## src/rtl/dot_acc_ctrl_pkg.sv

```systemverilog
// Shared state encoding and sizing helpers for the dot-product sequencer.
package dot_acc_ctrl_pkg;

    localparam int N_DEFAULT     = 8;
    localparam int LEN_W_DEFAULT = 8;

    typedef enum logic [2:0] {
        IDLE     = 3'd0,
        WAIT_IN  = 3'd1,
        ISSUE    = 3'd2,
        WAIT_ACK = 3'd3,
        DONE     = 3'd4
    } state_t;

    // Room for 2^len_w-1 full-scale products without overflow.
    function automatic int acc_width(input int n, input int len_w);
        return 2 * n + len_w;
    endfunction

    function automatic int default_tmo(input int n);
        return 2 * n + 4;
    endfunction

endpackage

```

## src/rtl/dot_acc_ctrl_ack_watchdog.sv

```systemverilog
// Counts cycles spent waiting for a multiplier ack and flags a hung multiplier.
module ack_watchdog
    import dot_acc_ctrl_pkg::*;
#(
    parameter int TMO = default_tmo(N_DEFAULT)
) (
    input  logic clk,
    input  logic rst,
    input  logic clear,
    input  logic armed,
    input  logic ack,
    output logic fire
);

    localparam int             CW   = $clog2(TMO + 1);
    localparam logic [CW-1:0]  LAST = CW'(TMO - 2);

    logic [CW-1:0] count;

    always_ff @(posedge clk or posedge rst) begin
        if (rst) begin
            count <= '0;
        end else if (clear) begin
            count <= '0;
        end else if (armed && !ack) begin
            count <= count + 1'b1;
        end
    end

    // The value about to be reached is TMO-1, so the abort lands TMO cycles after the request.
    assign fire = armed && !ack && (count == LAST);

endmodule

```

## src/rtl/dot_acc_ctrl.sv

```systemverilog
// Feeds operand pairs to the shift-add multiplier and accumulates the products into a dot product.
module dot_acc_ctrl
    import dot_acc_ctrl_pkg::*;
#(
    parameter  int N     = N_DEFAULT,
    parameter  int LEN_W = LEN_W_DEFAULT,
    parameter  int TMO   = default_tmo(N),
    localparam int ACC_W = acc_width(N, LEN_W)
) (
    input  logic             clk,
    input  logic             rst,
    input  logic             start,
    input  logic [LEN_W-1:0] len,
    input  logic             in_valid,
    input  logic [N-1:0]     in_a,
    input  logic [N-1:0]     in_b,
    output logic             in_ready,
    output logic             mul_req,
    output logic [N-1:0]     mul_sn,
    output logic [N-1:0]     mul_sbn,
    input  logic [2*N-1:0]   mul_tich,
    input  logic             mul_ack,
    output logic             out_valid,
    output logic [ACC_W-1:0] out_sum,
    output logic             out_err,
    input  logic             out_ready,
    output logic             busy
);

    state_t           state;
    state_t           next_state;
    logic [ACC_W-1:0] acc;
    logic [LEN_W-1:0] remaining;
    logic [N-1:0]     op_a;
    logic [N-1:0]     op_b;
    logic             err;
    logic             wd_fire;

    ack_watchdog #(.TMO(TMO)) u_watchdog (
        .clk   (clk),
        .rst   (rst),
        .clear (state == ISSUE),
        .armed (state == WAIT_ACK),
        .ack   (mul_ack),
        .fire  (wd_fire)
    );

    always_comb begin
        next_state = state;
        case (state)
            IDLE:     if (start) next_state = (len == '0) ? DONE : WAIT_IN;
            WAIT_IN:  if (in_valid) next_state = ISSUE;
            ISSUE:    next_state = WAIT_ACK;
            WAIT_ACK: begin
                if (mul_ack) begin
                    next_state = (remaining == LEN_W'(1)) ? DONE : WAIT_IN;
                end else if (wd_fire) begin
                    next_state = DONE;
                end
            end
            DONE:     if (out_ready) next_state = IDLE;
            default:  next_state = IDLE;
        endcase
    end

    // Output flags are registered from the next state so they line up exactly with the state register.
    always_ff @(posedge clk or posedge rst) begin
        if (rst) begin
            state     <= IDLE;
            acc       <= '0;
            remaining <= '0;
            op_a      <= '0;
            op_b      <= '0;
            err       <= 1'b0;
            in_ready  <= 1'b0;
            mul_req   <= 1'b0;
            out_valid <= 1'b0;
            busy      <= 1'b0;
        end else begin
            state     <= next_state;
            in_ready  <= (next_state == WAIT_IN);
            mul_req   <= (next_state == ISSUE);
            out_valid <= (next_state == DONE);
            busy      <= (next_state != IDLE);
            case (state)
                IDLE: begin
                    if (start) begin
                        acc       <= '0;
                        err       <= 1'b0;
                        remaining <= len;
                    end
                end
                WAIT_IN: begin
                    if (in_valid) begin
                        op_a <= in_a;
                        op_b <= in_b;
                    end
                end
                WAIT_ACK: begin
                    if (mul_ack) begin
                        acc       <= acc + ACC_W'(mul_tich);
                        remaining <= remaining - 1'b1;
                    end else if (wd_fire) begin
                        err <= 1'b1;
                    end
                end
                default: ;
            endcase
        end
    end

    assign mul_sn  = op_a;
    assign mul_sbn = op_b;
    assign out_sum = acc;
    assign out_err = err;

endmodule
```

## config.mk

```make
export PLATFORM = sky130hd
export DESIGN_NAME = dot_acc_ctrl
export DESIGN_NICKNAME = d
export VERILOG_FILES = /design/src/rtl/dot_acc_ctrl_pkg.sv /design/src/rtl/dot_acc_ctrl_ack_watchdog.sv /design/src/rtl/dot_acc_ctrl.sv
export SDC_FILE = /design/constraint.sdc
export NUM_CORES = 1
export LEC_CHECK = 0
export ABC_AREA = 1
export CORE_MARGIN = 2
export CORE_UTILIZATION = 54
export CTS_CLUSTER_SIZE = 8
export DETAILED_ROUTE_END_ITERATION = 8
export PLACE_DENSITY = 0.89
export SYNTH_ARGS = -nofsm -noshare
export SYNTH_HDL_FRONTEND = slang
export SYNTH_SLANG_ARGS = --single-unit
```

## constraint.sdc

```tcl
create_clock -name clk -period 3.6 [get_ports clk]
set_input_delay 0.72 -clock clk [delete_from_list [all_inputs] [get_ports clk]]
set_output_delay 0.72 -clock clk [all_outputs]
set_load 0.02 [all_outputs]
```

Word-level counts from Yosys, hierarchy flattened. Cells that the tools add are included.

Register bits after elaboration: 61. Input port bits: 46. Output and inout bits: 45.

Add/sub/neg operators: 3. Equal/unequal tests: 13. Mux-type cells: 20. Reductions and logical operators: 11.

Operators by type and width (number): 24-bit two-way mux (2); 24-bit one-hot mux with 2 select lines (1); 24-bit by 16-bit adder with 24-bit output (1); 3-bit two-way mux (7); 8-bit two-way mux (2); 8-bit one-hot mux with 2 select lines (1); 3-bit one-hot mux with 5 select lines (1); 5-bit two-way mux (2); 3-bit by 2-bit == test with 1-bit output, second input constant (3); 8-bit by 1-bit == test with 1-bit output, second input constant (1); 8-bit zero test (1); 2-bit != test, second input constant (4); 8-bit by 1-bit subtractor with 8-bit output, second input constant (1); 3-bit by 1-bit == test with 1-bit output, second input constant (2); 3-bit == test, second input constant (2); 5-bit by 1-bit adder with 5-bit output, second input constant (1); 5-bit == test, second input constant (1); 4-bit AND reduction (1); 2-bit nonzero test (2); 3-bit zero test (1); 1-bit two-way mux (3); 3-bit AND reduction (1); 3-bit nonzero test (1); 1-bit logical AND (2); 3 further kinds (3).

Depth between registers and ports, before layout. Gate-level depths: netlist of the first run.

Depth in word-level cells: 7. Mapped depth: 12. Depth with buffers taken out: 12.

Modules after synthesis. A second synthesis of the first run with hierarchy kept.

Cells, all modules: 531. Area, all modules: 3806.2 um^2.

Modules (own cells, without submodules): dot_acc_ctrl (times used 1, cells an instance 496, area each 3510.9 um^2, seq. area each 1401.3 um^2); ack_watchdog (times used 1, cells an instance 35, area each 295.3 um^2, seq. area each 125.1 um^2).

Worst setup path after synthesis of the first run. Ideal clock, no wire load.

Path type: input to register. From: input port mul_tich[0]. To: register acc[14] (netlist: out_sum[14]). Setup time: 0.117 ns. Data arrival time: 1.997 ns. Data required time: 3.483 ns. Slack: 1.485 ns. Cell stages on the path: 11. Path buffers: 0. Path through: ha_1 fa_1 nand2_1 nand3_1 and2_1 nand2_1 nand2_1 nand2_1 nand3b_1 nand3_1 nand2_1.

Longest elaborated chain between the ends: 3.

Ends and longest elaborated chain: start, declared (RTL line dot_acc_ctrl.sv:21) `input logic [2*N-1:0] mul_tich,`; 24-bit by 16-bit adder with 24-bit output (RTL line dot_acc_ctrl.sv:101) `acc <= acc + ACC_W'(mul_tich);`; 24-bit two-way mux (RTL line dot_acc_ctrl.sv:100) `if (mul_ack) begin`; 24-bit one-hot mux with 2 select lines (RTL line dot_acc_ctrl.sv:85) `case (state)`; end signal, assigned (RTL line dot_acc_ctrl.sv:101); end, declared (RTL line dot_acc_ctrl.sv:32) `logic [ACC_W-1:0] acc;`.

No other way between the ends. The select of a mux whose other input is x is not followed. A chain may end at the register's enable or synchronous reset.

Final worst setup path of the first run.
From: input port mul_tich[0]. To: register acc[20] (netlist: out_sum[20]).

Same word-level chain as after synthesis.

==> results of run 1 <==
==> layout make-up <==
type,instances,share of cell area (%)
clock inverter,6,1.30
clock buffer,9,2.48
timing repair buffer,92,18.3
sequential,61,30.5
tap,96,2.40
inverter,62,4.75
multi-input combinational,402,40.2
==> worst register-to-register path, stage by stage (launching register included) <==
cell,delay [ps]
dfrtp_1,410
ha_1,240
fa_1,420
nand2_1,100
nand3_1,90
nand3_1,80
nand2_1,120
nand3_1,100
nand2_1,120
a21oi_1,160
nor2_1,60
==> registers in the layout, indices dropped and copies added, names as in the netlist <==
name,cells
mul_req,1
out_sum,24
mul_sbn,8
out_valid,1
busy,1
out_err,1
state,3
mul_sn,8
remaining,8
u_watchdog.count,5
in_ready,1
==> kinds of logic (layout without fill, tap and decap cells) <==
kind of cell | count (synthesis) | after routing | share of synthesized area, %
xor+xnor | 3 | 3 | 0.685
compound gates | 67 | 67 | 9.63
fa+ha+maj | 21 | 21 | 7.05
flops | 61 | 61 | 39.8
simple gates | 311 | 311 | 35.1
buf+inv | 69 | 169 | 7.76
==> power breakdown <==
| group | internal [mW] | total (mW) | switching [mW] |
|---|---|---|---|
| clock network | 0.315 | 0.599 | 0.284 |
| registers | 0.954 | 1.17 | 0.211 |
| logic | 0.872 | 2.25 | 1.38 |
==> final timing paths <==
kind,depth (start not counted),endpoint,slack [ps],startpoint
min in group asynchronous,2,mul_sn[6]$_DFFE_PP0P_,820,rst
max in group asynchronous,3,u_watchdog.count[4]$_DFFE_PP0P_,2070,rst
min reg2reg,2,mul_sbn[4]$_DFFE_PP0P_,480,mul_sbn[4]$_DFFE_PP0P_
min,2,mul_sbn[4]$_DFFE_PP0P_,480,mul_sbn[4]$_DFFE_PP0P_
max,11,out_sum[20]$_DFFE_PP0P_,1200,mul_tich[0]
max reg2reg,10,out_sum[20]$_DFFE_PP0P_,1590,out_sum[0]$_DFFE_PP0P_
==> per-layer routing <==
layer	GRT usage (%)	wire length (um)	up-vias
met3	7.00	770	36
li1	-	-	1899
met1	30.8	4030	1784
met2	46.3	4780	177
met5	0	0	-
met4	13.4	303	0
==> per-stage QoR <==
stage          power, mW  setup slack [ps]  hold WS [ps]
6_report            4.02              1200           476
5_1_grt             4.32              1050           502
4_1_cts             4.01              1270           475
3_5_place_dp        3.39               909           459
3_3_place_gp        3.30               964           453
2_1_floorplan       2.62              1370           433
==> cell usage in the layout (no fill, tap or decap), types with 4 or more instances in the layout <==
cell type	netlist	routed
inv_1	54	53
clkbuf_8	0	9
o21ai_1	6	6
clkdlybuf4s50_1	0	90
o21ai_0	20	20
nor2_1	59	59
inv_2	6	7
dfrtp_1	61	61
nor3_1	8	8
nand4_1	5	5
nand2_1	191	191
ha_1	20	20
o211ai_1	4	4
nand3_1	29	29
a21oi_1	30	30
==> results.toml, run 1 <==
[placed_design]
place_inst = 713
place_area_mm2 = 0.00481
port_buffers = 90
gp_congestion = 0.939
hpwl_mm = 7.32

[global_routing]
grt_max_degree = 36
grt_usage_pct = 26.8
grt_pass1_vias = 3835
overflow = 0
grt_pass1_wl_mm = 16.3
grt_antenna_before_repair = 0

[drt]
wire_per_inst_um = 13.6
viasPerCell = 5.35
vias = 3896
routed_wl_mm = 9.89
drt-initial-drc-count = 244
ant_nets = 0
drc_errors = 0
dr.pass1.iters = 5

[clocking]
clock_sinks = 61
worstSkewPairLatency_ps = 350
path_clk_slew_ps = 80
clock_path_buffers = 2
cts_hold_repair.buffers = 0
cts_resized = 0
h-tree-depth = 3
root_buffer = "clkbuf_8"
cts_setup_buffers = 0
cts-buffers-inserted = 9
cts_tree = "built"

[setup_path]
required_ps = 3840
crit_chain = "clkdlybuf4s50_1 > ha_1 > fa_1 > nand2_1 > nand3_1 > nand3_1 > nand2_1 > nand3_1 > nand2_1 > a21oi_1 > nor2_1"
arrival_ps = 2630
cp_slowest_cell = "fa_1"
critPathBufInv = 1
cp-start-kind = "input pin"
slowest_delay_ps = 420
path_delay_family = "adder cells"
crit_path_end_kind = "flip-flop"
crit_type = "input pin to flip-flop"
worstPathMaxFanout = 4

[sta]
fin_crit_ps = 2400
max_freq_mhz = 417
slew_viol_final = 0
max-slew-margin-rel_pct = 50.5
period_share_pct = 66.5
grt_setup_unrepaired = "no"
hold_viol_final = 0
fin_setup_tns_ps = 0
clock_skew_ps = 11.0
finalSetupViolations = 0
max_slew.worst_pin.slew_ps = 742

[floorplanning]
die_area_mm2 = 0.00779
rows = 30
die-height_um = 88.3
fp.dieW_um = 88.3
start_util_pct = 56.1
io_pins = 91
core_area_mm2 = 0.00683

[pwr]
powerDensity_mw_per_mm2 = 804
peakVddDrop_mv = 0.497
leakagePower_nw = 2.54

[synthesis]
ys.flop_type = "dfrtp_1"
ys_ff_latch = 61
synth_edf_count = 0
synth_top_cell_area_share_pct = 39.8
ys_top_cells_by_count = "191 x nand2_1, 61 x dfrtp_1, 59 x nor2_1"
synth_top_area_cell = "dfrtp_1"
yosysSeqAreaShare_pct = 39.8
synth.area.top_cells = "dfrtp_1 40%, nand2_1 19%, ha_1 6.5%, nor2_1 5.8%, inv_1 5.3%"
synth.distinct_cells = 40
async_flop_share_pct = 100
avgSynthCellArea_um2 = 7.21
syn_inst = 532
synth_most_common_cell = "nand2_1"
synth.cell_area_mm2 = 0.00383
syn-num-nets = 599
yosysWarnings = 0

[final_layout]
regArea_mm2 = 0.00153
diodes = 0
multi_input_area_mm2 = 0.00201
layout.nets = 695
final_util_pct = 73.2
layout-drive-gt1-share_pct = 6.80
final_cells = 728
final_cell_area_mm2 = 0.00500
area_delta_synth_final_pct = 30.4
fill_cells = 525

[job]
drv_cap = 0

[run_status]
status = "completed"

[hold_path]
hold_class = "flip-flop to flip-flop"
No activity file was read; power rests on OpenSTA's default activity.
==> inputs of run 2 (changes only) <==
--- a/config.mk
+++ b/config.mk
@@ -7,10 +7,10 @@
 export LEC_CHECK = 0
 export ABC_AREA = 1
 export CORE_MARGIN = 2
-export CORE_UTILIZATION = 54
+export CORE_UTILIZATION = 46
 export CTS_CLUSTER_SIZE = 8
 export DETAILED_ROUTE_END_ITERATION = 8
-export PLACE_DENSITY = 0.89
+export PLACE_DENSITY = 0.81
 export SYNTH_ARGS = -nofsm -noshare
 export SYNTH_HDL_FRONTEND = slang
 export SYNTH_SLANG_ARGS = --single-unit
==> constraint.sdc (replaced) <==
create_clock -name clk -period 2 [get_ports clk]
set_input_delay 0.4 -clock clk [delete_from_list [all_inputs] [get_ports clk]]
set_output_delay 0.4 -clock clk [all_outputs]
set_load 0.02 [all_outputs]
==> run 2 against run 1 <==
Against the previous run:
- global-route usage shrank 2.6 points
- hold slack worse by 110 ps
- critical endpoint is now out_sum[22]$_DFFE_PP0P_
- clock power up 130%
- register-to-register slack worse by 1400 ps
- total power up 97%
- sequential cell count is the same
- die area is 17% higher
- largest power group unchanged
- final cell count rose by 4.7%
- core utilization decreased by 7.7 points
- clock skew is 1.4 ps lower
==> results.toml, run 2 (synthesis gave the netlist of run 1 again) <==
[placed_design]
port_buffers = 90
place_inst = 746
hpwl_mm = 7.76
gp_congestion = 0.955

[drt]
routed_wl_mm = 10.2
dr.pass1.iters = 5
viasPerCell = 5.20
wl_met3_um = 802
wire_per_inst_um = 13.4
ant_nets = 0
wl_met2_mm = 4.92
drc_errors = 0
top_layer_used = "met4"
vias = 3960
drt-initial-drc-count = 202
wl_met1_mm = 4.37

[floorplanning]
io_pins = 91
start_util_pct = 47.1
die-height_um = 95.3
core_area_mm2 = 0.00813
rows = 33
die_area_mm2 = 0.00908
fp.dieW_um = 95.3

[setup_path]
crit_type = "input pin to flip-flop"
path_common_cell = "a21oi_1"
cp-start-kind = "input pin"
path_delay_family = "compound AO/OA/AOI/OAI gates"
slowest_delay_ps = 400
cp_slowest_cell = "clkdlybuf4s50_1"
required_ps = 2250
crit_chain = "clkdlybuf4s50_1 > ha_1 > a21oi_1 > o21ai_0 > a21oi_1 > nand2_1 > a21oi_1 > nor2_1"
arrival_ps = 2120
critPathBufInv = 1
worstPathMaxFanout = 6
crit_path_end_kind = "flip-flop"

[sta]
clock_skew_ps = 9.68
max_slew.worst_pin.slew_ps = 428
period_share_pct = 93.7
grt_setup_unrepaired = "yes"
fin_setup_tns_ps = 0
hold_slack_ps = 362
hold_viol_final = 0
finalSetupViolations = 0
fin_crit_ps = 1870
max-slew-margin-rel_pct = 71.4
max_freq_mhz = 534
slew_viol_final = 0

[final_layout]
final_cells = 762
diodes = 0
layout_commonest_cell = "nand2_1"
layout.nets = 719
area_delta_synth_final_pct = 38.9
layout-drive-gt1-share_pct = 12.9
largest_register_ff_count = 24
layout_common_cells = "185 x nand2_1, 90 x clkdlybuf4s50_1, 61 x dfrtp_1"

[clocking]
path_clk_slew_ps = 80
worstSkewPairLatency_ps = 350
h-tree-depth = 3
clock_sinks = 61
cts_hold_repair.buffers = 0
cts-buffers-inserted = 9
clock_path_buffers = 2
root_buffer = "clkbuf_8"
cts_tree = "built"

[pwr]
leakagePower_nw = 2.70
powerDensity_mw_per_mm2 = 1480
peakVddDrop_mv = 0.724

[global_routing]
grt_pass1_wl_mm = 17.3
grt_usage_pct = 24.3
grt_max_degree = 24
overflow = 0
grt_pass1_vias = 3992
grt_antenna_before_repair = 0

[job]
drv_cap = 0

[hold_path]
hold_class = "input pin to async pin"

[run_status]
status = "completed"
[run 2: worst paths after layout]
check	slack [ps]	start	depth (start not counted)	end
max	130	mul_tich[11]	8	out_sum[22]$_DFFE_PP0P_
min	360	rst	2	mul_req$_DFF_PP0_
max reg2reg	180	out_sum[6]$_DFFE_PP0P_	10	out_sum[17]$_DFFE_PP0P_
min reg2reg	470	mul_sbn[3]$_DFFE_PP0P_	2	mul_sbn[3]$_DFFE_PP0P_
max in group asynchronous	1160	rst	3	remaining[3]$_DFFE_PP0P_
min in group clk	470	mul_sbn[3]$_DFFE_PP0P_	2	mul_sbn[3]$_DFFE_PP0P_
[run 2: timing repair]
| action | CTS | global route |
|---|---|---|
| setup endpoints to repair | 0 | 14 |
| buffers inserted | 0 | 0 |
| gates resized for setup | 0 | 17 |
| hold endpoints to repair | 0 | 0 |
[run 2: layer usage]
metal / up-vias / global-route usage, %
li1: 1945 / -
met1: 1854 / 28.9
met2: 142 / 42.1
met3: 19 / 7.43
met4: 0 / 7.00
met5: - / 0
[run 2: through the flow]
step | worst slack [ps] | utilization [%] | cell area, um2 | total power [mW]
finish | 126 | 65.5 | 5330 | 7.90
global route | -7.42 | 65.5 | 5330 | 8.55
CTS | 23.8 | 64.9 | 5280 | 7.82
detailed placement | -341 | 61.8 | 5030 | 6.42
global placement | -276 | 61.8 | 5030 | 6.29
floorplan | 87.0 | - | 3830 | 4.72
[run 2: report_power, final]
part	total [mW]	internal, mW	switching (mW)
sequential	2.11	1.72	0.391
combinational	4.43	1.87	2.56
clock	1.37	0.833	0.535
[run 2: layout make-up]
class                      count  area (um2)
sequential                    61        1530
timing repair buffer         116        1120
inverter                      62         238
clock buffer                   9         124
tap                          105         131
clock inverter                 7         124
fill                         665        2810
multi-input combinational    402        2060
